--- config.mk ---
export PLATFORM = sky130hd
export DESIGN_NAME = mem_access_unit_flat
export DESIGN_NICKNAME = d
export VERILOG_FILES = /design/src/rtl/mem_access_unit_if.sv /design/src/rtl/mem_access_unit.sv /design/src/flat_wrapper.sv
export SDC_FILE = /design/constraint.sdc
export NUM_CORES = 1
export LEC_CHECK = 0
export ABC_AREA = 1
export CAP_MARGIN = 20
export CELL_PAD_IN_SITES_DETAIL_PLACEMENT = 1
export CELL_PAD_IN_SITES_GLOBAL_PLACEMENT = 1
export CORE_UTILIZATION = 45
export DETAILED_ROUTE_END_ITERATION = 10
export GPL_ROUTABILITY_DRIVEN = 1
export HOLD_SLACK_MARGIN = 0.02
export PLACE_DENSITY = 0.82
export RECOVER_POWER = 25
export SLEW_MARGIN = 25
export SYNTH_ARGS = -nofsm -noshare
export SYNTH_HDL_FRONTEND = slang
export SYNTH_SLANG_ARGS = --single-unit
--- constraint.sdc ---
create_clock -name clk -period 2.1 [get_ports clk]
set_clock_uncertainty 0.15 [all_clocks]
set_input_delay 0.42 -clock clk [delete_from_list [all_inputs] [get_ports clk]]
set_output_delay 0.42 -clock clk [all_outputs]
set_load 0.05 [all_outputs]
--- src/rtl/mem_access_unit_if.sv ---
// Request/response bundle between the access-control FSM (master) and
// the memory access unit (slave).
interface mem_access_unit_if #(
    parameter int ADDR_W = 4,
    parameter int DATA_W = 8
) ();
    logic              valid;
    logic              rw;
    logic [ADDR_W-1:0] addr;
    logic [DATA_W-1:0] wdata;
    logic              ready;
    logic              done;
    logic [DATA_W-1:0] rdata;
    logic              err;

    modport master (
        output valid, rw, addr, wdata,
        input  ready, done, rdata, err
    );

    modport slave (
        input  valid, rw, addr, wdata,
        output ready, done, rdata, err
    );
endinterface

--- src/rtl/mem_access_unit.sv ---
// Memory access unit: accepts one read/write request at a time from the
// access FSM, performs it on a small register memory and answers with a
// one-cycle done pulse (plus read data and an out-of-range flag).
module mem_access_unit #(
    parameter int ADDR_W = 4,
    parameter int DATA_W = 8,
    parameter int DEPTH  = 12
) (
    input  logic            clk,
    input  logic            rst_n,
    mem_access_unit_if.slave bus
);
    typedef enum logic [1:0] {IDLE, RD, RD_RESP, WR_RESP} state_t;

    localparam logic [ADDR_W:0] DEPTH_W = (ADDR_W + 1)'(DEPTH);

    state_t            state_reg, state_next;
    logic [ADDR_W-1:0] addr_reg;
    logic              err_reg;
    logic [DATA_W-1:0] rdata_reg;
    logic [DATA_W-1:0] mem_reg [DEPTH];
    logic [DATA_W-1:0] rd_word;
    logic              accept;
    logic              ready_next;
    logic              done_next;

    assign accept = bus.valid && (state_reg == IDLE);

    // State register; reset aborts any transaction in flight.
    always_ff @(posedge clk or negedge rst_n) begin
        if (!rst_n) state_reg <= IDLE;
        else        state_reg <= state_next;
    end

    // Next-state and handshake decode from the registered state only.
    always_comb begin
        state_next = state_reg;
        ready_next = 1'b0;
        done_next  = 1'b0;
        case (state_reg)
            IDLE: begin
                ready_next = 1'b1;
                if (bus.valid) state_next = bus.rw ? RD : WR_RESP;
            end
            RD:      state_next = RD_RESP;
            RD_RESP: begin
                done_next  = 1'b1;
                state_next = IDLE;
            end
            WR_RESP: begin
                done_next  = 1'b1;
                state_next = IDLE;
            end
            default: state_next = IDLE;
        endcase
    end

    // Capture the request address and its range check on accept.
    always_ff @(posedge clk or negedge rst_n) begin
        if (!rst_n) begin
            addr_reg <= '0;
            err_reg  <= 1'b0;
        end else if (accept) begin
            addr_reg <= bus.addr;
            err_reg  <= !({1'b0, bus.addr} < DEPTH_W);
        end
    end

    // One register per word; a write lands at the accept edge, and an
    // out-of-range address matches no word so the write is dropped.
    generate
        for (genvar gi = 0; gi < DEPTH; gi++) begin : g_word
            always_ff @(posedge clk or negedge rst_n) begin
                if (!rst_n)
                    mem_reg[gi] <= '0;
                else if (accept && !bus.rw && (bus.addr == ADDR_W'(gi)))
                    mem_reg[gi] <= bus.wdata;
            end
        end
    endgenerate

    // Read mux; an address with no matching word reads as zero.
    always_comb begin
        rd_word = '0;
        for (int i = 0; i < DEPTH; i++) begin
            if (addr_reg == ADDR_W'(i)) rd_word = mem_reg[i];
        end
    end

    // Read data is loaded in RD and held until the next read or reset.
    always_ff @(posedge clk or negedge rst_n) begin
        if (!rst_n)                rdata_reg <= '0;
        else if (state_reg == RD)  rdata_reg <= rd_word;
    end

    assign bus.ready = ready_next;
    assign bus.done  = done_next;
    assign bus.err   = done_next & err_reg;
    assign bus.rdata = rdata_reg;
endmodule
--- src/flat_wrapper.sv ---
// flat-port wrapper written by rule: the top's interface ports become plain ports
module mem_access_unit_flat 
#(
    parameter int ADDR_W = 4,
    parameter int DATA_W = 8,
    parameter int DEPTH  = 12
)
  (clk, rst_n, bus_valid, bus_rw, bus_addr, bus_wdata, bus_ready, bus_done, bus_rdata, bus_err);
  mem_access_unit_if #(.ADDR_W(ADDR_W), .DATA_W(DATA_W)) bus_i ();
  input  logic clk;
  input  logic rst_n;
  input wire logic [$bits(bus_i.valid)-1:0] bus_valid;
  input wire logic [$bits(bus_i.rw)-1:0] bus_rw;
  input wire logic [$bits(bus_i.addr)-1:0] bus_addr;
  input wire logic [$bits(bus_i.wdata)-1:0] bus_wdata;
  output wire logic [$bits(bus_i.ready)-1:0] bus_ready;
  output wire logic [$bits(bus_i.done)-1:0] bus_done;
  output wire logic [$bits(bus_i.rdata)-1:0] bus_rdata;
  output wire logic [$bits(bus_i.err)-1:0] bus_err;
  assign bus_i.valid = bus_valid;
  assign bus_i.rw = bus_rw;
  assign bus_i.addr = bus_addr;
  assign bus_i.wdata = bus_wdata;
  assign bus_ready = bus_i.ready;
  assign bus_done = bus_i.done;
  assign bus_rdata = bus_i.rdata;
  assign bus_err = bus_i.err;
  mem_access_unit #(.ADDR_W(ADDR_W), .DATA_W(DATA_W), .DEPTH(DEPTH)) u_core (.clk(clk), .rst_n(rst_n), .bus(bus_i));
endmodule
==> results.md <==
* Peak supply drop at between 0.5 and 0.6 mV
* Static leakage at ~0.0029 uW
* Hold slack at about 330 ps
* Crit end category: output port
* # Post-CTS Setup Buffers at 0
* Slew Viols, Final at 0
* Initial core utilization at 0.4651
* CP Buf/Inv Count at 1
* RD Place Congestion at approximately 0.83
* Final Non-Filler Cells at ~800
* Post-detail-place hpwl at 10310 um
* Cells after Synth at 599
* CP Launch Type: flop
* Final WL at 14590 um
* Tmin final at 2068 ps
* Vias in the first global route at about 4500
* Setup WS post-layout at 31.66 ps
* Pwr dens at between 1000 and 1500 nW/um^2
* Share of cells above drive strength 1 at 0.1204
* Register area share after synthesis at 0.5461
* Final Setup Violations at 0
* WP data arrival at roughly 1500 ps
* Global-route wire length before repair at roughly 24000 um
* Design area at 6103 sq um
* Crit Path Max Fanout at 2
* Placed Area at 5787 sq um
* Crit path max-delay cell type: clkdlybuf4s50_1
* Clock Latency Late Sink at around 360 ps
* Drt pass-1 iters at 4
* Switch share at 0.3506
* Number of flip-flops under the largest register name at between 90 and 100
* Netlist cell types at 26
* Area grow syn2layout at 20.00%
* Clk pin slew, worst setup/hold paths at around 70 ps
* Routed length on met3 at between 300 and 400 um
* Tcrit/Tclk final at 0.9849
* DRT antenna net count at 0
* Sw Pwr at 2328 uW
* CP top delay family: buffers and inverters
* # rows at 38
* Worst-margin pin slew at slightly below 900 ps
* Ant. Diodes at 0
* Syn Area/Cell at about 8.5 sq um
* Synthesized area at 5086 sq um
* Pre-CTS setup slack at -204.8 ps
* HP Class: flop to flop
* Clock power frac at 0.271
* Routed wire length per instance at approximately 18 um
* Status: finished, final reports clean
* Comb pwr share at 0.281
* DIE AREA at between 10000 and 15000 sq um
* Syn. warnings at 0
* Root buffer cell: clkbuf_16
* Crit path largest cell delay at approximately 800 ps
* Fmax at 483.5 MHz
* DRC at 0
* WS Path Type: flop to output port
* I/O pin count at 27
* DR iter-0 viols at ~170
* PortBufs at 26
* CTS tree: built
* Hold Vio Cnt, Final at 0
* Core Region at approximately 11000 sq um
* # placed instances at 779
* Maxcap violations at 0
* Routed wl met2 at a little under 7000 um
* Vias per inst at between 5 and 6
* Number of CTS-inserted buffers at 9
* Worst path cell trace: clkdlybuf4s50_1
* Critical Path RT at approximately 1500 ps
* Internal power at 4313 uW
* Sink Count at roughly 110
* Reg power frac at 0.448
* Syn_nets at around 620
* DRT met1 WL at between 7000 and 8000 um
* H-tree Lvls at 3
* Top routing layer used: met4
* RSZ-0062 raised after global routing: no
* Final Core Density at 0.5581
* #FFs+latches synth at 111
* # nets final at between 600 and 700
* Total global-route track usage at 0.2731
* Worst-case clock buffer depth at 2
* Total grt overflow at 0
* Die W at about 110 um
* Die Ht at 108.3 um
* Antenna violations before repair at 0
* Via count at 4325
* Pin count of the biggest net entering global routing at 37
* Worst slew margin at 0.4118
cell type report:
type / instances / area (sq um)
inverter: 52 / 195.2
tap: 140 / 175.2
fill: 1316 / 4832
clock inverter: 2 / 37.54
multi-input combinational: 412 / 1961
clock buffer: 14 / 274.0
timing repair buffer: 65 / 683.2
sequential: 111 / 2778
cells in the final DEF (no fill, tap or decap), drive strengths merged, types with 15 or more instances in the layout:
| cell type | count |
|---|---|
| a21oi | 63 |
| nand3 | 36 |
| clkbuf | 17 |
| nand2 | 140 |
| inv | 49 |
| o21ai | 63 |
| nor2 | 83 |
| dfrtp | 111 |
| buf | 39 |
| clkdlybuf4s50 | 15 |
kinds of logic (layout without fill, tap and decap cells):
logic type	Yosys count	count (layout)	share of synthesized area
AND/OR/NAND/NOR	285	285	0.2534
AO/OA/AOI/OAI	127	127	0.1306
buffers and inverters	76	133	0.06987
flip-flops	111	111	0.5461
synthesized netlist by cell type:
cell	n	area (sq um)
a21oi_1	56	280.3
a21oi_2	7	61.31
and3_1	1	6.260
buf_2	6	30.03
buf_4	1	7.510
buf_6	7	78.83
clkbuf_1	9	33.78
clkinv_1	3	11.26
dfrtp_1	111	2778
dlygate4sd3_1	1	10.01
inv_1	49	183.9
nand2_1	137	514.2
nand2_2	2	12.51
nand2_4	1	11.26
nand3_1	36	180.2
nand4_1	14	87.58
nor2_1	82	307.8
nor2_4	1	11.26
nor3_1	1	5.000
nor3_4	3	48.80
nor4_4	4	85.08
o21ai_0	61	305.3
o21ai_1	2	10.01
o31ai_1	1	7.510
or2_1	1	6.260
or2_2	2	12.51
stage by stage:
step	setup TNS, ps	power (uW)
global placement	-5239	4727
floorplan	0	4075
global route	0	6980
CTS	0	6675
detailed placement	-8672	4860
finish	0	6642
metal layers:
layer	vias to the layer above	track usage
met2	59	0.4336
met3	19	0.02954
met4	0	0.1033
li1	2052	-
met1	2195	0.3865
met5	-	0
repair_timing:
action / CTS / global route
resized for setup: 3 / 8
endpoints found under the hold margin: 29 / 0
hold buffers: 1 / 0
setup endpoints to repair: 3 / 11
worst paths after layout:
check	start	end	slack (ps)	depth (start not counted)
worst max-delay path	u_core.bus.rdata[5]	bus_rdata[5]	30	1
max in group asynchronous	rst_n	u_core.bus.rdata[3]	270	3
worst min-delay path	u_core.bus.rdata[6]	u_core.bus.rdata[6]	330	2
worst min register to register	u_core.bus.rdata[6]	u_core.bus.rdata[6]	330	2
worst max register to register	u_core.addr_reg[1]	u_core.bus.rdata[7]	80	11
min in group asynchronous	rst_n	u_core.mem_reg[63]	560	2
power groups by stage:
stage | clock [uW] | sequential (uW) | combinational (uW)
global placement | 0 | 2960 | 1770
CTS | 1830 | 2970 | 1880
finish | 1800 | 2970 | 1870
detailed placement | 0 | 3000 | 1860
global route | 1880 | 3030 | 2070
floorplan | 0 | 3100 | 975
Note: power is estimated with default switching activity, not from simulation.
